==> src/rtl/warp_dispatch_scheduler_if.sv <==
`default_nettype none
// ============================================================================
// Module   : warp_dispatch_scheduler_if
// Brief    : Request, issue, completion and status bundle of the warp scheduler.
//            Optional stat_* signals exist only with WARP_SCHED_STATS_EN.
// Revision : 1.0
// ============================================================================
interface warp_dispatch_scheduler_if #(
    parameter int NUM_CORES    = 4,
    parameter int QUEUE_DEPTH  = 8,
    parameter int NUM_WARP_IDS = 15,
    parameter int THREAD_W     = 3,
    parameter int PC_W         = 32
);
    localparam int ID_W   = $clog2(NUM_WARP_IDS + 1);
    localparam int QCNT_W = $clog2(QUEUE_DEPTH + 1);

    logic                          launch_en;
    logic [NUM_CORES-1:0]          req_valid;
    logic [NUM_CORES*THREAD_W-1:0] req_thread_count;
    logic [NUM_CORES*PC_W-1:0]     req_pc;
    logic [NUM_CORES-1:0]          req_ready;
    logic                          kernel_valid;
    logic                          kernel_ready;
    logic [THREAD_W-1:0]           kernel_thread_count;
    logic [PC_W-1:0]               kernel_start_pc;
    logic [ID_W-1:0]               kernel_warp_id;
    logic                          free_valid;
    logic [ID_W-1:0]               free_warp_id;
    logic [QCNT_W-1:0]             queue_count;
    logic [ID_W-1:0]               ids_busy;
    logic                          drop_pulse;
    logic                          free_err;
`ifdef WARP_SCHED_STATS_EN
    logic [31:0]                   stat_issued;
    logic [31:0]                   stat_stall;
`endif

    modport master (
        output launch_en, req_valid, req_thread_count, req_pc,
        output kernel_ready, free_valid, free_warp_id,
`ifdef WARP_SCHED_STATS_EN
        input  stat_issued, stat_stall,
`endif
        input  req_ready, kernel_valid, kernel_thread_count, kernel_start_pc,
        input  kernel_warp_id, queue_count, ids_busy, drop_pulse, free_err
    );

    modport slave (
        input  launch_en, req_valid, req_thread_count, req_pc,
        input  kernel_ready, free_valid, free_warp_id,
`ifdef WARP_SCHED_STATS_EN
        output stat_issued, stat_stall,
`endif
        output req_ready, kernel_valid, kernel_thread_count, kernel_start_pc,
        output kernel_warp_id, queue_count, ids_busy, drop_pulse, free_err
    );
endinterface
`default_nettype wire

==> src/rtl/warp_dispatch_scheduler.sv <==
`default_nettype none
// ============================================================================
// Module   : warp_dispatch_scheduler
// Brief    : Round-robin kernel ingest into a FIFO, warp-ID allocation and
//            valid/ready issue. WARP_SCHED_STATS_EN adds issue/stall counters.
// Revision : 1.0
// ============================================================================
module warp_dispatch_scheduler #(
    parameter int NUM_CORES    = 4,
    parameter int QUEUE_DEPTH  = 8,
    parameter int NUM_WARP_IDS = 15,
    parameter int THREAD_W     = 3,
    parameter int PC_W         = 32
) (
    input  logic                     clk,
    input  logic                     rst,
    warp_dispatch_scheduler_if.slave bus
);
    localparam int ID_W   = $clog2(NUM_WARP_IDS + 1);
    localparam int QCNT_W = $clog2(QUEUE_DEPTH + 1);
    localparam int QPTR_W = $clog2(QUEUE_DEPTH);
    localparam int CORE_W = (NUM_CORES > 1) ? $clog2(NUM_CORES) : 1;

    localparam logic [ID_W-1:0]   c_ID_NONE   = {ID_W{1'b1}};
    localparam logic [QCNT_W-1:0] c_QDEPTH    = QCNT_W'(QUEUE_DEPTH);
    localparam logic [CORE_W:0]   c_NCORES    = (CORE_W + 1)'(NUM_CORES);
    localparam logic [CORE_W-1:0] c_LAST_CORE = CORE_W'(NUM_CORES - 1);

    typedef enum logic [1:0] {
        ST_IDLE  = 2'd0,
        ST_LOAD  = 2'd1,
        ST_ISSUE = 2'd2,
        ST_STALL = 2'd3
    } state_t;

    state_t                  r_state;
    logic                    r_kvalid;
    logic [PC_W-1:0]         r_kpc;
    logic [THREAD_W-1:0]     r_ktc;
    logic [ID_W-1:0]         r_kid;

    logic [CORE_W-1:0]       r_rr_ptr;
    logic [PC_W-1:0]         r_fifo_pc [QUEUE_DEPTH];
    logic [THREAD_W-1:0]     r_fifo_tc [QUEUE_DEPTH];
    logic [QPTR_W-1:0]       r_wr_ptr;
    logic [QPTR_W-1:0]       r_rd_ptr;
    logic [QCNT_W-1:0]       r_count;
    logic [NUM_WARP_IDS-1:0] r_busy;
    logic [ID_W-1:0]         r_ids_busy;
    logic                    r_free_err;

    logic [NUM_CORES-1:0]    w_req_rot;
    logic                    w_arb_hit;
    logic [CORE_W-1:0]       w_arb_off;
    logic [CORE_W:0]         w_arb_sum;
    logic [CORE_W-1:0]       w_arb_win;
    logic [PC_W-1:0]         w_sel_pc;
    logic [THREAD_W-1:0]     w_sel_tc;
    logic                    w_full;
    logic                    w_empty;
    logic                    w_xfer;
    logic                    w_push;
    logic                    w_drop;
    logic [NUM_CORES-1:0]    w_grant;

    logic [NUM_WARP_IDS-1:0] w_free_mask;
    logic                    w_free_ok;
    logic                    w_free_bad;
    logic                    w_id_avail;
    logic [ID_W-1:0]         w_alloc_id;
    logic                    w_pop;
    logic [NUM_WARP_IDS-1:0] w_alloc_mask;

    // Rotate so that bit 0 is the current highest-priority core.
    assign w_req_rot = NUM_CORES'({bus.req_valid, bus.req_valid} >> r_rr_ptr);

    always_comb begin
        w_arb_hit = 1'b0;
        w_arb_off = '0;
        for (int k = NUM_CORES - 1; k >= 0; k--) begin
            if (w_req_rot[k]) begin
                w_arb_hit = 1'b1;
                w_arb_off = CORE_W'(k);
            end
        end
    end

    assign w_arb_sum = {1'b0, r_rr_ptr} + {1'b0, w_arb_off};
    assign w_arb_win = (w_arb_sum >= c_NCORES) ? CORE_W'(w_arb_sum - c_NCORES)
                                               : w_arb_sum[CORE_W-1:0];

    always_comb begin
        w_sel_pc = '0;
        w_sel_tc = '0;
        for (int k = 0; k < NUM_CORES; k++) begin
            if (w_arb_win == CORE_W'(k)) begin
                w_sel_pc = bus.req_pc[k*PC_W +: PC_W];
                w_sel_tc = bus.req_thread_count[k*THREAD_W +: THREAD_W];
            end
        end
    end

    assign w_full  = (r_count == c_QDEPTH);
    assign w_empty = (r_count == '0);
    assign w_xfer  = w_arb_hit && !w_full && !rst;
    assign w_push  = w_xfer && (w_sel_tc != '0);
    assign w_drop  = w_xfer && (w_sel_tc == '0);
    assign w_grant = w_xfer ? (NUM_CORES'(1) << w_arb_win) : '0;

    // Only IDs already busy before this edge may be freed.
    always_comb begin
        w_free_mask = '0;
        for (int i = 0; i < NUM_WARP_IDS; i++) begin
            if (bus.free_valid && (bus.free_warp_id == ID_W'(i)) && r_busy[i]) begin
                w_free_mask[i] = 1'b1;
            end
        end
    end

    assign w_free_ok  = |w_free_mask;
    assign w_free_bad = bus.free_valid && !w_free_ok;

    // Allocation looks at the registered bitmap, so a same-cycle free is not yet visible.
    always_comb begin
        w_id_avail = 1'b0;
        w_alloc_id = '0;
        for (int i = NUM_WARP_IDS - 1; i >= 0; i--) begin
            if (!r_busy[i]) begin
                w_id_avail = 1'b1;
                w_alloc_id = ID_W'(i);
            end
        end
    end

    assign w_pop        = (r_state == ST_LOAD) && w_id_avail;
    assign w_alloc_mask = w_pop ? (NUM_WARP_IDS'(1) << w_alloc_id) : '0;

    always_ff @(posedge clk) begin
        if (w_push) begin
            r_fifo_pc[r_wr_ptr] <= w_sel_pc;
            r_fifo_tc[r_wr_ptr] <= w_sel_tc;
        end
    end

    always_ff @(posedge clk) begin
        if (rst) begin
            r_rr_ptr   <= '0;
            r_wr_ptr   <= '0;
            r_rd_ptr   <= '0;
            r_count    <= '0;
            r_busy     <= '0;
            r_ids_busy <= '0;
            r_free_err <= 1'b0;
        end else begin
            if (w_xfer) begin
                r_rr_ptr <= (w_arb_win == c_LAST_CORE) ? '0 : w_arb_win + 1'b1;
            end
            if (w_push) begin
                r_wr_ptr <= r_wr_ptr + 1'b1;
            end
            if (w_pop) begin
                r_rd_ptr <= r_rd_ptr + 1'b1;
            end
            r_count    <= r_count + QCNT_W'(w_push) - QCNT_W'(w_pop);
            r_busy     <= (r_busy & ~w_free_mask) | w_alloc_mask;
            r_ids_busy <= r_ids_busy + ID_W'(w_pop) - ID_W'(w_free_ok);
            if (w_free_bad) begin
                r_free_err <= 1'b1;
            end
        end
    end

    always_ff @(posedge clk) begin
        if (rst) begin
            r_state  <= ST_IDLE;
            r_kvalid <= 1'b0;
            r_kpc    <= '0;
            r_ktc    <= '0;
            r_kid    <= c_ID_NONE;
        end else begin
            case (r_state)
                ST_IDLE: begin
                    if (!w_empty && bus.launch_en) begin
                        r_state <= ST_LOAD;
                    end
                end
                ST_LOAD: begin
                    if (w_id_avail) begin
                        r_kvalid <= 1'b1;
                        r_kpc    <= r_fifo_pc[r_rd_ptr];
                        r_ktc    <= r_fifo_tc[r_rd_ptr];
                        r_kid    <= w_alloc_id;
                        r_state  <= ST_ISSUE;
                    end else begin
                        r_state <= ST_STALL;
                    end
                end
                ST_ISSUE: begin
                    // launch_en only matters once the held kernel is taken.
                    if (bus.kernel_ready) begin
                        r_kvalid <= 1'b0;
                        r_kpc    <= '0;
                        r_ktc    <= '0;
                        r_kid    <= c_ID_NONE;
                        r_state  <= (!w_empty && bus.launch_en) ? ST_LOAD : ST_IDLE;
                    end
                end
                ST_STALL: begin
                    if (!bus.launch_en) begin
                        r_state <= ST_IDLE;
                    end else if (w_id_avail) begin
                        r_state <= ST_LOAD;
                    end
                end
                default: r_state <= ST_IDLE;
            endcase
        end
    end

`ifdef WARP_SCHED_STATS_EN
    logic [31:0] r_stat_issued;
    logic [31:0] r_stat_stall;

    always_ff @(posedge clk) begin
        if (rst) begin
            r_stat_issued <= '0;
            r_stat_stall  <= '0;
        end else begin
            if (r_kvalid && bus.kernel_ready && (r_stat_issued != '1)) begin
                r_stat_issued <= r_stat_issued + 32'd1;
            end
            if ((r_state == ST_STALL) && (r_stat_stall != '1)) begin
                r_stat_stall <= r_stat_stall + 32'd1;
            end
        end
    end

    assign bus.stat_issued = r_stat_issued;
    assign bus.stat_stall  = r_stat_stall;
`endif

    assign bus.req_ready           = w_grant;
    assign bus.drop_pulse          = w_drop;
    assign bus.kernel_valid        = r_kvalid;
    assign bus.kernel_thread_count = r_ktc;
    assign bus.kernel_start_pc     = r_kpc;
    assign bus.kernel_warp_id      = r_kid;
    assign bus.queue_count         = r_count;
    assign bus.ids_busy            = r_ids_busy;
    assign bus.free_err            = r_free_err;

endmodule
`default_nettype wire

==> src/flat_wrapper.sv <==
// flat-port wrapper written by rule: the top's interface ports become plain ports
module warp_dispatch_scheduler_flat 
#(
    parameter int NUM_CORES    = 4,
    parameter int QUEUE_DEPTH  = 8,
    parameter int NUM_WARP_IDS = 15,
    parameter int THREAD_W     = 3,
    parameter int PC_W         = 32
)
  (clk, rst, bus_launch_en, bus_req_valid, bus_req_thread_count, bus_req_pc, bus_kernel_ready, bus_free_valid, bus_free_warp_id, bus_req_ready, bus_kernel_valid, bus_kernel_thread_count, bus_kernel_start_pc, bus_kernel_warp_id, bus_queue_count, bus_ids_busy, bus_drop_pulse, bus_free_err);
  warp_dispatch_scheduler_if #(.NUM_CORES(NUM_CORES), .QUEUE_DEPTH(QUEUE_DEPTH), .NUM_WARP_IDS(NUM_WARP_IDS), .THREAD_W(THREAD_W), .PC_W(PC_W)) bus_i ();
  input  logic clk;
  input  logic rst;
  input wire logic [$bits(bus_i.launch_en)-1:0] bus_launch_en;
  input wire logic [$bits(bus_i.req_valid)-1:0] bus_req_valid;
  input wire logic [$bits(bus_i.req_thread_count)-1:0] bus_req_thread_count;
  input wire logic [$bits(bus_i.req_pc)-1:0] bus_req_pc;
  input wire logic [$bits(bus_i.kernel_ready)-1:0] bus_kernel_ready;
  input wire logic [$bits(bus_i.free_valid)-1:0] bus_free_valid;
  input wire logic [$bits(bus_i.free_warp_id)-1:0] bus_free_warp_id;
  output wire logic [$bits(bus_i.req_ready)-1:0] bus_req_ready;
  output wire logic [$bits(bus_i.kernel_valid)-1:0] bus_kernel_valid;
  output wire logic [$bits(bus_i.kernel_thread_count)-1:0] bus_kernel_thread_count;
  output wire logic [$bits(bus_i.kernel_start_pc)-1:0] bus_kernel_start_pc;
  output wire logic [$bits(bus_i.kernel_warp_id)-1:0] bus_kernel_warp_id;
  output wire logic [$bits(bus_i.queue_count)-1:0] bus_queue_count;
  output wire logic [$bits(bus_i.ids_busy)-1:0] bus_ids_busy;
  output wire logic [$bits(bus_i.drop_pulse)-1:0] bus_drop_pulse;
  output wire logic [$bits(bus_i.free_err)-1:0] bus_free_err;
  assign bus_i.launch_en = bus_launch_en;
  assign bus_i.req_valid = bus_req_valid;
  assign bus_i.req_thread_count = bus_req_thread_count;
  assign bus_i.req_pc = bus_req_pc;
  assign bus_i.kernel_ready = bus_kernel_ready;
  assign bus_i.free_valid = bus_free_valid;
  assign bus_i.free_warp_id = bus_free_warp_id;
  assign bus_req_ready = bus_i.req_ready;
  assign bus_kernel_valid = bus_i.kernel_valid;
  assign bus_kernel_thread_count = bus_i.kernel_thread_count;
  assign bus_kernel_start_pc = bus_i.kernel_start_pc;
  assign bus_kernel_warp_id = bus_i.kernel_warp_id;
  assign bus_queue_count = bus_i.queue_count;
  assign bus_ids_busy = bus_i.ids_busy;
  assign bus_drop_pulse = bus_i.drop_pulse;
  assign bus_free_err = bus_i.free_err;
  warp_dispatch_scheduler #(.NUM_CORES(NUM_CORES), .QUEUE_DEPTH(QUEUE_DEPTH), .NUM_WARP_IDS(NUM_WARP_IDS), .THREAD_W(THREAD_W), .PC_W(PC_W)) u_core (.clk(clk), .rst(rst), .bus(bus_i));
endmodule
==> config.mk <==
export PLATFORM = sky130hd
export DESIGN_NAME = warp_dispatch_scheduler_flat
export DESIGN_NICKNAME = d
export VERILOG_FILES = /design/src/rtl/warp_dispatch_scheduler_if.sv /design/src/rtl/warp_dispatch_scheduler.sv /design/src/flat_wrapper.sv
export SDC_FILE = /design/constraint.sdc
export NUM_CORES = 1
export LEC_CHECK = 0
export CAP_MARGIN = 20
export CORE_MARGIN = 4
export CORE_UTILIZATION = 57
export CTS_CLUSTER_DIAMETER = 40
export DETAILED_ROUTE_END_ITERATION = 8
export DONT_BUFFER_PORTS = 1
export HOLD_SLACK_MARGIN = 0.06
export PLACE_DENSITY = 0.78
export SLEW_MARGIN = 20
export SYNTH_ARGS = -nofsm -noshare
export SYNTH_HDL_FRONTEND = slang
export SYNTH_SLANG_ARGS = --single-unit
==> constraint.sdc <==
create_clock -name clk -period 6.6 [get_ports clk]
set_clock_uncertainty 0.2 [all_clocks]
set_input_delay 0.33 -clock clk [delete_from_list [all_inputs] [get_ports clk]]
set_output_delay 0.33 -clock clk [all_outputs]
set_load 0.1 [all_outputs]
# After elaboration in Yosys (flattened, before gate mapping)
# Memories as Yosys holds them, arrays and structs flattened. A register that Yosys moved wholly into a read port is not among the register bits.
# Index checks and enable logic that the tools add are counted.
[op_classes] shifts=3 order_cmp=1 mux=90 add_sub_neg=9 bitwise_logic=3 eq_ne=25 n_reduce_logical=51
[ops] operator="$mux W32" n=6
[ops] operator="$mux W4" n=18
[ops] operator="$pmux W32 S2" n=1
[ops] operator="$mux W1" n=40
[ops] operator="$logic_and A1 B1 Y1" n=37
[ops] operator="$eq A4 B4 Y1 const B" n=8
[ops] operator="$mux W3" n=10
[ops] operator="$mux W2" n=10
[ops] operator="$eq A4 B3 Y1 const B" n=4
[ops] operator="$and A15 B15 Y15" n=1
[ops] operator="$mux W15" n=1
[ops] operator="$not A15 Y15" n=1
[ops] operator="$or A15 B15 Y15" n=1
[ops] operator="$reduce_or A15 Y1" n=1
[ops] operator="$shl A1 B4 Y15 const A" n=1
[ops] operator="$add A4 B1 Y4" n=2
[ops] operator="$eq A2 B2 Y1 const B" n=4
[ops] operator="$eq A4 B2 Y1 const B" n=2
[ops] operator="$logic_not A4 Y1" n=2
[ops] operator="$pmux W2 S4" n=1
[ops] operator="$pmux W4 S2" n=1
[ops] operator="$shr A8 B2 Y4" n=1
[ops] operator="$sub A4 B1 Y4" n=2
[ops] operator="$add A3 B1 Y3 const B" n=2
[ops] operator="other kinds (18)" n=25
[word_totals] reg_bits=74 ram_bits=280 out_inout_bits=54 input_bits=153 wordCells=196 n_memories=2
[mem_list] memory="u_core.r_fifo_pc" words=8 width=32 rd=1 rd_clocked_by_memory_dff=1 write_ports=1 line="warp_dispatch_scheduler.sv:43" rtl="logic [PC_W-1:0] r_fifo_pc [QUEUE_DEPTH];"
[mem_list] memory="u_core.r_fifo_tc" words=8 width=3 rd=1 rd_clocked_by_memory_dff=1 write_ports=1 line="warp_dispatch_scheduler.sv:44" rtl="logic [THREAD_W-1:0] r_fifo_tc [QUEUE_DEPTH];"

# Depth between registers and ports, before layout
[depth] word_depth=18 depth_mapped=18 ltp_nobuf=17

# Worst setup path after synthesis
# Ideal clock, no wire load.
[synth_timing] path_kind="register to register" from="register u_core.r_rr_ptr[0]" to="memory u_core.r_fifo_pc[2][0], enable pin" path_stages_with_launch=14 n_path_buf=2 path_slack_ps=-344 setup_time_ps=527 synth_period_minus_slack_ps=6944 t_required_ps=5873 t_arrival_ps=6216 path_cell_list="dfxtp_1 > clkbuf_1 > nor2_1 > a221oi_1 > o211ai_1 > ha_1 > xor2_1 > ha_1 > buf_2 > nor2b_1 > a211o_1 > o221ai_1 > nand2_1 > nor4b_1"
[synth_between] elab_chain_cells=17 elab_cells_between_ends=27 classes_between="add/sub: 2; order compare: 1; eq/ne: 3; shift: 1; mux: 15; reduce/logical: 5"
[synth_rtl] element="from (decl)" line="warp_dispatch_scheduler.sv:42" rtl="logic [CORE_W-1:0] r_rr_ptr;"
[synth_rtl] element="from (signal assigned)" line="warp_dispatch_scheduler.sv:156" rtl="r_rr_ptr <= (w_arb_win == c_LAST_CORE) ? '0 : w_arb_win + 1'b1;"
[synth_rtl] element="$shr A8 B2 Y4" line="warp_dispatch_scheduler.sv:75" rtl="assign w_req_rot = NUM_CORES'({bus.req_valid, bus.req_valid} >> r_rr_ptr);"
[synth_rtl] element="$mux W2 (4 in a row)" line="warp_dispatch_scheduler.sv:81" rtl="if (w_req_rot[k]) begin"
[synth_rtl] element="$add A2 B2 Y3" line="warp_dispatch_scheduler.sv:88" rtl="assign w_arb_sum = {1'b0, r_rr_ptr} + {1'b0, w_arb_off};"
[synth_rtl] element="$ge A3 B3 Y1 / $sub A2 B1 Y2 (equally long branches)" line="warp_dispatch_scheduler.sv:89" rtl="assign w_arb_win = (w_arb_sum >= c_NCORES) ? CORE_W'(w_arb_sum - c_NCORES)"
[synth_rtl] element="$mux W2" line="warp_dispatch_scheduler.sv:89"
[synth_rtl] element="$logic_not A2 Y1" line="warp_dispatch_scheduler.sv:96" rtl="if (w_arb_win == CORE_W'(k)) begin"
[synth_rtl] element="$mux W3 (4 in a row)" line="warp_dispatch_scheduler.sv:96"
[synth_rtl] element="$reduce_bool A3 Y1" line="warp_dispatch_scheduler.sv:106" rtl="assign w_push = w_xfer && (w_sel_tc != '0);"
[synth_rtl] element="$logic_and A1 B1 Y1 (*)" line="warp_dispatch_scheduler.sv:106"
[synth_rtl] element="$mux W1 (*)" line="warp_dispatch_scheduler.sv:139" rtl="if (w_push) begin"
[synth_rtl] element="$mux W1 (implied by the code) (*)" line="warp_dispatch_scheduler.sv:140" rtl="r_fifo_pc[r_wr_ptr] <= w_sel_pc;"
[synth_rtl] element="to (decl)" line="warp_dispatch_scheduler.sv:43"
# Mark *: on every way between the ends. The rest lies on a longest branch, timed or not.

# Worst setup path in the final report
[layout_timing] from="register u_core.r_rr_ptr[0]" to="output port bus_drop_pulse"
[layout_between] elab_chain_cells=15 elab_cells_between_ends=25 classes_between="add/sub: 2; order compare: 1; eq/ne: 3; shift: 1; mux: 13; reduce/logical: 5"
[layout_rtl] element="$shr A8 B2 Y4" line="warp_dispatch_scheduler.sv:75"
[layout_rtl] element="$mux W2 (4 in a row)" line="warp_dispatch_scheduler.sv:81"
[layout_rtl] element="$add A2 B2 Y3" line="warp_dispatch_scheduler.sv:88"
[layout_rtl] element="$ge A3 B3 Y1 / $sub A2 B1 Y2 (equally long branches)" line="warp_dispatch_scheduler.sv:89"
[layout_rtl] element="$mux W2" line="warp_dispatch_scheduler.sv:89"
[layout_rtl] element="$logic_not A2 Y1" line="warp_dispatch_scheduler.sv:96"
[layout_rtl] element="$mux W3 (4 in a row)" line="warp_dispatch_scheduler.sv:96"
[layout_rtl] element="$logic_not A3 Y1" line="warp_dispatch_scheduler.sv:107" rtl="assign w_drop = w_xfer && (w_sel_tc == '0);"
[layout_rtl] element="$logic_and A1 B1 Y1 (*)" line="warp_dispatch_scheduler.sv:107"
[layout_rtl] element="to (decl)" line="flat_wrapper.sv:28" rtl="output wire logic [$bits(bus_i.drop_pulse)-1:0] bus_drop_pulse;"
# Marks and branches as above.

==> flow_metrics.env <==
export IMPL_synthXorXnorAreaFrac_pct=0.5158
export IMPL_n_antenna_cell=0
export IMPL_syn_area_um2=15280
export IMPL_num_vias=9459
export IMPL_p_sw_share_pct=38.77
export IMPL_postCtsResizedCells=0
export IMPL_arrival_ns=4.83
export IMPL_gp_congestion=0.8815
export IMPL_yosysUniqueCellTypes=63
export IMPL_p_int_mw=5.753
export IMPL_syn_instance_count=1074
export IMPL_cp_top_family="compound AO/OA/AOI/OAI gates"
export IMPL_overflow=0
export IMPL_register_area_um2=9958
export IMPL_path_cells="nor2_1 > a221oi_1 > o211ai_1 > ha_1 > xnor2_1 > ha_2 > nor2b_4 > a221oi_1 > o221ai_1 > nor2_2"
export IMPL_port_buffers=0
export IMPL_cts_sinks=357
export IMPL_place_area_um2=15580
export IMPL_fp_dieH_um=171.7
export IMPL_path_clk_slew_ns=0.06
export IMPL_slowest_delay_ns=0.90
export IMPL_synth_top_family_by_area="multiplexers"
export IMPL_dp_cells=1347
export IMPL_pwr_share_comb_pct=28.8
export IMPL_pin_count=207
export IMPL_drtPass1Iterations=5
export IMPL_n_fill_cell=1753
export IMPL_use_met1_pct=33.33
export IMPL_maxCapViolations=0
export IMPL_antenna_found_initial=0
export IMPL_avgSynthCellArea_um2=14.23
export IMPL_clock_fmax_mhz=186.5
export IMPL_synth_compound_area_share_pct=10.31
export IMPL_wire_per_inst_um=25.31
export IMPL_required_ns=6.07
export IMPL_slew_viol_final=0
export IMPL_nets=1243
export IMPL_cts_htree_levels=2
export IMPL_cts_buffer_depth=3
export IMPL_postCtsSetupRepairBufs=0
export IMPL_clk_latency_ns=0.52
export IMPL_core_um2=26210
export IMPL_worstMarginPinSlew_ns=1.104
export IMPL_critPathMaxFanout=38
export IMPL_drt_vias_per_instance=6.587
export IMPL_post_route_drc_count=0
export IMPL_gr_max_usage_layer="met2"
export IMPL_rsz0062_at_grt="no"
export IMPL_grt_pass1_wl_um=55610
export IMPL_globalRouteTotalUtil_pct=24.57
export IMPL_final_area_um2=17140
export IMPL_synth_seq_cells=357
export IMPL_root_buffer="clkbuf_16"
export IMPL_grt_pass1_vias=9616
export IMPL_dieArea_um2=29490
export IMPL_p_leak_nw=5.517
export IMPL_drtIter0Drc=1035
export IMPL_p_clk_share_pct=24.7
export IMPL_syn_nets=1246
export IMPL_finalSetupViolCount=0
export IMPL_post_route_period_util_pct=81.25
export IMPL_ir_drop_mv=0.4666
export IMPL_yosys_area_share_adder_pct=1.654
export IMPL_crit_path_frequent_cell="a221oi_1"
export IMPL_r2r_slack_ns=1.46
export IMPL_drt_wl_total_um=36350
export IMPL_hpwl_um=20920
export IMPL_hp_class="input port to flop"
export IMPL_min_period_ns=5.362
export IMPL_yosys_warnings=0
export IMPL_synthFlopType="edfxtp_1"
export IMPL_endpoint_kind="output pin"
export IMPL_yosys_mux_area_fraction_pct=10.78
export IMPL_cts_tree="built"
export IMPL_finalHoldViolations=0
export IMPL_final_cells=1436
export IMPL_cp_buffers_inverters=0
export IMPL_synthArstFlopShare_pct=0
export IMPL_crit_slowest_cell="nor2_2"
export IMPL_synth_edff_count=280
export IMPL_yosys_area_share_simple_pct=8.589
export IMPL_relSlewSlack_pct=26.29
export IMPL_multi_input_area_um2=4949
export IMPL_numCtsBuffers=41
export IMPL_die_x_um=171.7
export IMPL_startpoint_type="flop"
export IMPL_path_class="flop to output pin"
export IMPL_start_util_pct=58.31
export IMPL_power_frac_seq_pct=46.4
export IMPL_finalCoreUtilization_pct=65.42
export IMPL_powerDensity_nw_per_um2=548.0
export IMPL_num_rows=59
export IMPL_status="completed"
export IMPL_grt_util_met2_pct=41.71
export IMPL_ant_nets=0
export IMPL_grt_max_degree=81
export IMPL_use_met3_pct=3.838
export IMPL_drive_gt1_share_pct=16.08
export IMPL_switchingPower_mw=3.642
export IMPL_synthToLayoutAreaGrowth_pct=12.19
export IMPL_synth_seq_area_share_pct=65.11
==> cell usage in the layout, fill, tap and decap left out, types with 4 or more instances in the layout <==
master,instances
nand2b_1,39
a21oi_1,81
nor3b_1,5
nor2_1,55
buf_4,15
a221oi_1,4
clkbuf_1,7
nand3_1,14
mux4_2,70
nor3_1,7
nor2b_1,7
mux2i_1,6
nand4_1,6
a311oi_1,37
nand3b_1,5
nor4b_1,4
inv_6,5
and2_1,7
a31oi_1,4
inv_1,23
edfxtp_1,280
dfxtp_1,74
nand2_1,93
dlygate4sd3_1,15
o21ai_0,47
clkbuf_16,41
xnor2_1,5
bufinv_16,6
ha_1,14
a22oi_1,33
o211ai_1,8
xor2_1,4
clkinv_2,5
==> synthesized netlist by cell type (2+ instances only) <==
cell,count,area share [%]
a21o_1,3,0.15
a21oi_1,81,2.7
a221oi_1,4,0.23
a22oi_1,33,1.6
a311oi_1,37,2.1
a31oi_1,4,0.16
and2_1,7,0.29
and3_1,2,0.082
and4_1,3,0.17
buf_1,5,0.12
buf_2,19,0.62
buf_4,6,0.29
buf_6,4,0.29
clkbuf_1,44,1.1
dfxtp_1,77,10
edfxtp_1,280,55
fa_1,2,0.26
ha_1,17,1.4
inv_1,23,0.56
mux2i_1,6,0.39
mux4_2,70,10
nand2_1,93,2.3
nand2b_1,39,1.6
nand3_1,14,0.46
nand3b_1,5,0.25
nand4_1,6,0.25
nor2_1,57,1.4
nor2b_1,8,0.33
nor3_1,9,0.29
nor3b_1,7,0.34
nor4b_1,6,0.34
o211ai_1,8,0.39
o21ai_0,49,1.6
o221a_2,2,0.15
o22a_1,2,0.11
o311ai_0,3,0.17
o31ai_1,3,0.15
or3_1,3,0.12
or4_1,2,0.098
xnor2_1,5,0.29
xor2_1,4,0.23
==> state kept, by name (all words and copies together) (netlist names), named ones only <==
name / count
u_core.bus.free_err: 1
u_core.bus.ids_busy: 4
u_core.bus.kernel_start_pc: 32
u_core.bus.kernel_thread_count: 3
u_core.bus.kernel_valid: 1
u_core.bus.kernel_warp_id: 4
u_core.bus.queue_count: 4
u_core.r_busy: 15
u_core.r_fifo_pc: 256
u_core.r_fifo_tc: 24
u_core.r_rd_ptr: 3
u_core.r_rr_ptr: 2
u_core.r_state: 2
u_core.r_wr_ptr: 3
==> layout make-up <==
cell class / instances / share of cell area (%)
Multi-Input combinational cell: 614 / 28.86
Clock inverter: 23 / 1.810
Tap cell: 335 / 2.445
Clock buffer: 50 / 6.298
Inverter: 24 / 0.5255
Timing Repair Buffer: 33 / 1.971
Sequential cell: 357 / 58.09
==> metrics by stage <==
stage	hold slack (ns)	power [mW]	setup TNS, ns	setup WS, ns
finish	0.07942	9.395	0	1.238
CTS	0.06465	9.423	0	1.278
global placement	0.2031	6.882	0	1.733
floorplan	0.2541	6.261	-0.5001	-0.01429
global route	0.1420	9.857	0	0.9890
detailed placement	0.2087	7.044	0	1.504
==> worst paths after layout <==
kind                            cells after the start                 endpoint                from
worst max register to register                     11  u_core.r_fifo_pc[2][18]  u_core.r_rr_ptr[0]
worst max-delay path                               10           bus_drop_pulse  u_core.r_rr_ptr[0]
worst min-delay path                                2  u_core.r_fifo_pc[6][26]     bus_req_pc[122]
worst min register to register                      2                     flop  u_core.r_rd_ptr[1]
==> routing by layer <==
| layer | share of wire [%] | wire (um) |
|---|---|---|
| met1 | 39 | 14070 |
| met5 | 0 | 0 |
| met4 | 2.5 | 919 |
| met3 | 7.9 | 2874 |
| met2 | 51 | 18480 |
==> power by group through the flow <==
stage	sequential, mW	clock, mW	combinational, mW
5_1_grt	4.41	2.45	3.00
3_3_place_gp	4.37	0	2.51
2_1_floorplan	4.25	0	2.01
3_5_place_dp	4.40	0	2.64
6_report	4.36	2.32	2.71
4_1_cts	4.37	2.35	2.70
==> cell families (layout without fill, tap and decap cells) <==
kind of cell               Yosys count  after routing
AOI/OAI and AO/OA                  243            243
xor gates and xnor gates             9              9
adders and majority gates           19             19
buffers and inverters              103            130
DFF                                357            357
muxes                               77             77
and+or+nand+nor                    266            266
==> what timing repair did <==
| item | in CTS | in global routing |
|---|---|---|
| endpoints found under the hold margin | 75 | 0 |
| hold buffers | 16 | 0 |
| endpoints found under the setup margin | 0 | 0 |
(Power assumes the default switching activity.)
